## src/rtl/fir_mac_ci_pkg.sv

```systemverilog
// Shared types and constants for the FIR multiply-accumulate custom instruction.
package fir_ci_pkg;

  typedef enum logic [1:0] {
    OP_LOAD_COEF = 2'd0,
    OP_PUSH      = 2'd1,
    OP_CLEAR     = 2'd2,
    OP_READ_COEF = 2'd3
  } op_e;

  typedef enum logic [1:0] {
    IDLE,
    MAC,
    OUT
  } state_e;

  localparam int SAMPLE_W_DEF  = 16;
  localparam int ACC_W_DEF     = 40;
  localparam int FRAC_BITS_DEF = 15;

  // Q15 output range
  localparam int SAT_MAX = 32767;
  localparam int SAT_MIN = -32768;

endpackage

```

## src/rtl/fir_mac_ci_if.sv

```systemverilog
// Custom-instruction bus between the Nios II issue logic and the FIR MAC unit.
interface fir_mac_ci_if;
  logic        clk_en;
  logic        start;
  logic [1:0]  n;
  logic [31:0] dataa;
  logic [31:0] datab;
  logic [31:0] result;
  logic        done;

  modport master (
    output clk_en, start, n, dataa, datab,
    input  result, done
  );

  modport slave (
    input  clk_en, start, n, dataa, datab,
    output result, done
  );
endinterface

```

## src/rtl/fir_mac_ci_history.sv

```systemverilog
// TAPS-deep sample history: shift-in at tap 0, synchronous clear, indexed read.
module fir_sample_history #(
  parameter int TAPS     = 32,
  parameter int SAMPLE_W = 16,
  parameter int IDX_W    = $clog2(TAPS)
) (
  input  logic                clk,
  input  logic                reset,
  input  logic                shift_i,
  input  logic                clear_i,
  input  logic [SAMPLE_W-1:0] din_i,
  input  logic [IDX_W-1:0]    rd_idx_i,
  output logic [SAMPLE_W-1:0] rd_data_o
);

  logic [SAMPLE_W-1:0] taps_w [TAPS];

  genvar gi;
  generate
    for (gi = 0; gi < TAPS; gi++) begin : g_tap
      logic [SAMPLE_W-1:0] tap_q;
      logic [SAMPLE_W-1:0] shift_src;

      if (gi == 0) begin : g_head
        assign shift_src = din_i;
      end else begin : g_body
        assign shift_src = taps_w[gi-1];
      end

      // clear wins over shift so CLEAR_HIST is never mixed with a push
      always_ff @(posedge clk) begin
        if (reset) begin
          tap_q <= '0;
        end else if (clear_i) begin
          tap_q <= '0;
        end else if (shift_i) begin
          tap_q <= shift_src;
        end
      end

      assign taps_w[gi] = tap_q;
    end
  endgenerate

  assign rd_data_o = taps_w[rd_idx_i];

endmodule

```

## src/rtl/fir_mac_ci.sv

```systemverilog
// Nios II multicycle custom instruction: FIR MAC over a TAPS-deep history with Q15 saturation.
module fir_mac_ci
  import fir_ci_pkg::*;
#(
  parameter int TAPS      = 32,
  parameter int SAMPLE_W  = SAMPLE_W_DEF,
  parameter int ACC_W     = ACC_W_DEF,
  parameter int FRAC_BITS = FRAC_BITS_DEF
) (
  input logic        clk,
  input logic        reset,
  fir_mac_ci_if.slave bus
);

  localparam int IDX_W = $clog2(TAPS);
  localparam logic [IDX_W-1:0] LAST_K = IDX_W'(TAPS - 1);
  localparam logic signed [ACC_W-1:0] SAT_HI = ACC_W'(SAT_MAX);
  localparam logic signed [ACC_W-1:0] SAT_LO = ACC_W'(SAT_MIN);

  state_e                     state_q;
  logic                       done_q;
  logic [31:0]                result_q;
  logic signed [ACC_W-1:0]    acc_q;
  logic [IDX_W-1:0]           k_q;
  logic [SAMPLE_W-1:0]        coef_q [TAPS];

  op_e                        op;
  logic [IDX_W-1:0]           idx;
  logic                       issue;
  logic                       coef_we;
  logic                       hist_shift;
  logic                       hist_clear;
  logic [SAMPLE_W-1:0]        hist_rd;
  logic signed [SAMPLE_W-1:0] coef_k;
  logic signed [SAMPLE_W-1:0] hist_k;
  logic signed [2*SAMPLE_W-1:0] prod;
  logic signed [ACC_W-1:0]    acc_d;
  logic signed [ACC_W-1:0]    shifted;
  logic [SAMPLE_W-1:0]        sat;
  logic [31:0]                result_d;
  logic [SAMPLE_W-1:0]        coef_sel;
  logic                       unused_bits;

  assign op         = op_e'(bus.n);
  assign idx        = bus.datab[IDX_W-1:0];
  assign issue      = bus.clk_en && bus.start && (state_q == IDLE);
  assign coef_we    = issue && (op == OP_LOAD_COEF);
  assign hist_shift = issue && (op == OP_PUSH);
  assign hist_clear = issue && (op == OP_CLEAR);
  assign coef_sel   = coef_q[idx];
  assign unused_bits = ^{bus.dataa[31:SAMPLE_W], bus.datab[31:IDX_W]};

  fir_sample_history #(
    .TAPS     (TAPS),
    .SAMPLE_W (SAMPLE_W),
    .IDX_W    (IDX_W)
  ) u_hist (
    .clk       (clk),
    .reset     (reset),
    .shift_i   (hist_shift),
    .clear_i   (hist_clear),
    .din_i     (bus.dataa[SAMPLE_W-1:0]),
    .rd_idx_i  (k_q),
    .rd_data_o (hist_rd)
  );

  assign coef_k = coef_q[k_q];
  assign hist_k = hist_rd;

  always_comb begin
    prod     = coef_k * hist_k;
    acc_d    = acc_q + {{(ACC_W-2*SAMPLE_W){prod[2*SAMPLE_W-1]}}, prod};
    shifted  = acc_d >>> FRAC_BITS;
    if (shifted > SAT_HI) begin
      sat = SAMPLE_W'(SAT_MAX);
    end else if (shifted < SAT_LO) begin
      sat = SAMPLE_W'(SAT_MIN);
    end else begin
      sat = shifted[SAMPLE_W-1:0];
    end
    result_d = {{(32-SAMPLE_W){sat[SAMPLE_W-1]}}, sat};
  end

  always_ff @(posedge clk) begin
    if (reset) begin
      for (int i = 0; i < TAPS; i++) begin
        coef_q[i] <= '0;
      end
    end else if (coef_we) begin
      coef_q[idx] <= bus.dataa[SAMPLE_W-1:0];
    end
  end

  // The final product is folded in on the MAC->OUT edge, so done is presented while in OUT.
  always_ff @(posedge clk) begin
    if (reset) begin
      state_q  <= IDLE;
      done_q   <= 1'b0;
      result_q <= '0;
      acc_q    <= '0;
      k_q      <= '0;
    end else if (bus.clk_en) begin
      done_q <= 1'b0;
      unique case (state_q)
        IDLE: begin
          if (bus.start) begin
            unique case (op)
              OP_LOAD_COEF: begin
                result_q <= '0;
                done_q   <= 1'b1;
              end
              OP_READ_COEF: begin
                result_q <= {{(32-SAMPLE_W){coef_sel[SAMPLE_W-1]}}, coef_sel};
                done_q   <= 1'b1;
              end
              OP_CLEAR: begin
                result_q <= '0;
                done_q   <= 1'b1;
              end
              OP_PUSH: begin
                acc_q   <= '0;
                k_q     <= '0;
                state_q <= MAC;
              end
              default: state_q <= IDLE;
            endcase
          end
        end
        MAC: begin
          acc_q <= acc_d;
          k_q   <= k_q + IDX_W'(1);
          if (k_q == LAST_K) begin
            result_q <= result_d;
            done_q   <= 1'b1;
            state_q  <= OUT;
          end
        end
        OUT: begin
          state_q <= IDLE;
        end
        default: begin
          state_q <= IDLE;
        end
      endcase
    end
  end

  assign bus.result = result_q;
  assign bus.done   = done_q;

endmodule

```

## src/flat_wrapper.sv

```systemverilog
// flat-port wrapper written by rule: the top's interface ports become plain ports
module fir_mac_ci_flat import fir_ci_pkg::*;
#(
  parameter int TAPS      = 32,
  parameter int SAMPLE_W  = SAMPLE_W_DEF,
  parameter int ACC_W     = ACC_W_DEF,
  parameter int FRAC_BITS = FRAC_BITS_DEF
)
  (clk, reset, bus_clk_en, bus_start, bus_n, bus_dataa, bus_datab, bus_result, bus_done);
  fir_mac_ci_if bus_i ();
  input logic clk;
  input logic reset;
  input wire logic [$bits(bus_i.clk_en)-1:0] bus_clk_en;
  input wire logic [$bits(bus_i.start)-1:0] bus_start;
  input wire logic [$bits(bus_i.n)-1:0] bus_n;
  input wire logic [$bits(bus_i.dataa)-1:0] bus_dataa;
  input wire logic [$bits(bus_i.datab)-1:0] bus_datab;
  output wire logic [$bits(bus_i.result)-1:0] bus_result;
  output wire logic [$bits(bus_i.done)-1:0] bus_done;
  assign bus_i.clk_en = bus_clk_en;
  assign bus_i.start = bus_start;
  assign bus_i.n = bus_n;
  assign bus_i.dataa = bus_dataa;
  assign bus_i.datab = bus_datab;
  assign bus_result = bus_i.result;
  assign bus_done = bus_i.done;
  fir_mac_ci #(.TAPS(TAPS), .SAMPLE_W(SAMPLE_W), .ACC_W(ACC_W), .FRAC_BITS(FRAC_BITS)) u_core (.clk(clk), .reset(reset), .bus(bus_i));
endmodule
```

## config.mk

```make
export PLATFORM = sky130hd
export DESIGN_NAME = fir_mac_ci_flat
export DESIGN_NICKNAME = d
export VERILOG_FILES = /design/src/rtl/fir_mac_ci_pkg.sv /design/src/rtl/fir_mac_ci_if.sv /design/src/rtl/fir_mac_ci_history.sv /design/src/rtl/fir_mac_ci.sv /design/src/flat_wrapper.sv
export SDC_FILE = /design/constraint.sdc
export NUM_CORES = 2
export LEC_CHECK = 0
export CAP_MARGIN = 15
export CELL_PAD_IN_SITES_DETAIL_PLACEMENT = 1
export CELL_PAD_IN_SITES_GLOBAL_PLACEMENT = 1
export CORE_ASPECT_RATIO = 1.1
export CORE_MARGIN = 4
export CORE_UTILIZATION = 44
export CTS_CLUSTER_SIZE = 14
export DETAILED_ROUTE_END_ITERATION = 7
export PLACE_DENSITY_LB_ADDON = 0.1
export SLEW_MARGIN = 20
export SYNTH_ARGS = -nofsm -noshare
export SYNTH_HDL_FRONTEND = slang
export SYNTH_SLANG_ARGS = --single-unit
```

## constraint.sdc

```tcl
create_clock -name clk -period 19.3 [get_ports clk]
set_clock_uncertainty 0.15 [all_clocks]
set_input_delay 1.93 -clock clk [delete_from_list [all_inputs] [get_ports clk]]
set_output_delay 1.93 -clock clk [all_outputs]
set_load 0.05 [all_outputs]
```

==> impl_metrics.json <==
{
  "outcome": "complete, no violations",
  "synth_warnings": 0,
  "place.gp.congestion": 0.876,
  "cts_tree": "built",
  "grt_overflow": 0,
  "worstMarginPinSlew_ns": 1.16,
  "p_leak_nw": 24.5,
  "cts_max_level": 3,
  "cts_setup_buffers": 0,
  "slew_viol_final": 0,
  "setup_viol": 0,
  "yosysSeqAreaShare_pct": 42.8,
  "slew_headroom_pct": 22.3,
  "fmax_ghz": 0.0746,
  "worstPathRequired_ns": 19.74,
  "synth_edf_count": 512,
  "syn_inst": 5888,
  "synth_area_leader_cell": "edfxtp_1",
  "ant_nets": 0,
  "layout_setup_ws_ns": 5.90,
  "utilization_pct": 48.8,
  "async_flop_share_pct": 0,
  "post_cts_resized": 0,
  "hold_viol": 0,
  "via_count": 44400,
  "synthFlopType": "dfxtp_1",
  "critPathSlowestCell": "dfxtp_4",
  "hold_class": "reg2reg",
  "antenna_found_initial": 7,
  "fin_setup_tns_ns": 0,
  "endpoint_kind": "register",
  "fp.dieH_um": 405,
  "rsz0062_at_grt": "false",
  "drv_cap": 0,
  "power.density_nw_per_um2": 79.6,
  "firstDrtPassIters": 6,
  "drc": 0,
  "core_um2": 142000,
  "clk_latency_ns": 0.77,
  "criticalPathCategory": "reg2reg",
  "final_nets": 6174,
  "synth_cell_types": 80,
  "dp_hpwl_um": 125000,
  "floorplan.initialDensity_pct": 44.3,
  "synthTopCellsByArea": "edfxtp_1 24%, dfxtp_1 18%, mux4_2 16%, fa_1 8.3%, nand2_1 7.0%",
  "track_usage_pct": 25.4,
  "synth_area_um2": 63100,
  "synth-seq-cells": 1093,
  "clockRootBuffer": "clkbuf_16",
  "clockBufferDepth": 3,
  "rows": 145,
  "pre_cts_ws_ns": 5.96,
  "via_per_inst": 5.74,
  "grt_pass1_vias": 46700,
  "crit_fanout": 94,
  "grt_max_degree": 246,
  "cp.arrival_ns": 13.84,
  "cts_hold_buf": 0,
  "io_pins": 103,
  "yosysTopAreaCellShare_pct": 24.4,
  "portBuffers": 59,
  "ir_drop_mv": 0.0741,
  "syn-num-nets": 6344,
  "clk_pin_slew_ns": 0.06,
  "period_minus_slack_ns": 13.40,
  "routedWlPerCell_um": 24.6,
  "area_delta_synth_final_pct": 10.1,
  "cts_buffers": 120,
  "drt_iter0_drc": 3550,
  "min_period_over_period_pct": 69.4,
  "grt_pass1_wl_um": 290000,
  "cts_sinks": 1093,
  "routed_wl_um": 190000,
  "slowest_delay_ns": 0.84,
  "syn_avg_cell_area_um2": 10.7,
  "die_x_um": 369,
  "startpoint_type": "register",
  "dieArea_um2": 149000,
  "final_layout_size_suffix_gt1_share_pct": 14.8
}
registers in the layout, summed over array words and instances, names as in the netlist, named ones only:
register,cells
u_core.coef_q,512
u_core.u_hist.g_tap.tap_q,496
u_core.acc_q,40
u_core.bus.result,16
u_core.u_hist.g_tap.shift_src,16
u_core.k_q,5
u_core.state_q,2
u_core.bus.done,1
worst paths after layout:
path / from / end / slack [ns] / cells past startpoint
worst max-delay path: register / u_core.bus.result[11] / 5.90 / 36
worst min-delay path: u_core.u_hist.g_tap[27].tap_q[1] / u_core.u_hist.g_tap[28].tap_q[1] / 0.28 / 2
worst max register to register: register / u_core.bus.result[11] / 5.90 / 36
worst min register to register: u_core.u_hist.g_tap[27].tap_q[1] / u_core.u_hist.g_tap[28].tap_q[1] / 0.28 / 2
report_power, final:
part / switching [W] / internal (W)
Sequential: 0.0000333 / 0.00248
Combinational: 0.000399 / 0.000197
Clock: 0.00100 / 0.00142
Total: 0.00143 / 0.00410
logic make-up (layout without fill, tap and decap cells):
group / after synthesis / count (layout) / synth area share (%)
buffers and inverters: 805 / 740 / 4.94
and+or+nand+nor: 2165 / 2165 / 15.7
other: 0 / 5 / 0
DFF: 1093 / 1093 / 42.8
xor gates and xnor gates: 73 / 73 / 1.06
AOI/OAI and AO/OA: 885 / 885 / 8.14
adders and majority gates: 386 / 386 / 10.8
muxes: 481 / 481 / 16.5
critical path, delay by kind of cell, from the launching register on:
kind / cells / cell delay [ns]
buffers and inverters: 7 / 1.42
muxes: 3 / 1.45
DFF: 1 / 0.84
and+or+nand+nor: 5 / 1.99
adders and majority gates: 8 / 3.55
xor gates and xnor gates: 2 / 0.78
AOI/OAI and AO/OA: 11 / 2.84
cell usage in the layout (no fill, tap or decap), drive strengths merged, types with 158 or more instances in the layout:
master	count
nor2	277
mux4	448
a21oi	595
and2	521
nand2	1173
clkbuf	158
fa	263
edfxtp	512
dfxtp	581
inv	346
metrics by stage:
step | hold slack, ns | cell area, um2 | std cells | power, W
floorplan | 0.283 | 63100 | 5888 | 0.00293
global placement | 0.289 | 65300 | 7507 | 0.00315
detailed placement | 0.299 | 65300 | 7507 | 0.00316
CTS | 0.279 | 69400 | 7734 | 0.00559
global route | 0.311 | 69400 | 7734 | 0.00573
finish | 0.285 | 69500 | 7739 | 0.00553
Yosys cell counts, drive strengths merged, types with 14 or more instances:
cell type,n
inv,344
dfxtp,581
or2,47
mux4,448
a21o,24
and2,521
clkbuf,359
o21ai,47
nor2b,14
a211oi,18
nor3,18
xor2,18
edfxtp,512
nand4,30
xnor2,55
nand2b,31
a21oi,595
a22oi,103
buf,102
nand2,1173
nand3,16
fa,263
ha,123
nor2,277
mux2i,24
o211ai,19
metal layers:
layer	routed length (um)	track usage, %	vias up
met5	13	0	-
met3	9640	3.16	267
li1	-	-	20000
met1	80200	33.4	23100
met4	7770	9.99	2
met2	92500	42.9	1059
layout make-up:
class	count	area, um2
multi-input cells	3990	33100
flip-flops and latches	1093	27000
clock inverters	70	793
well taps	1911	2390
clock buffers	157	3370
repair buffers	169	1510
inverters	344	1290
fillers	15200	72800
diodes	5	12.5
No activity file was read; power rests on OpenSTA's default activity.
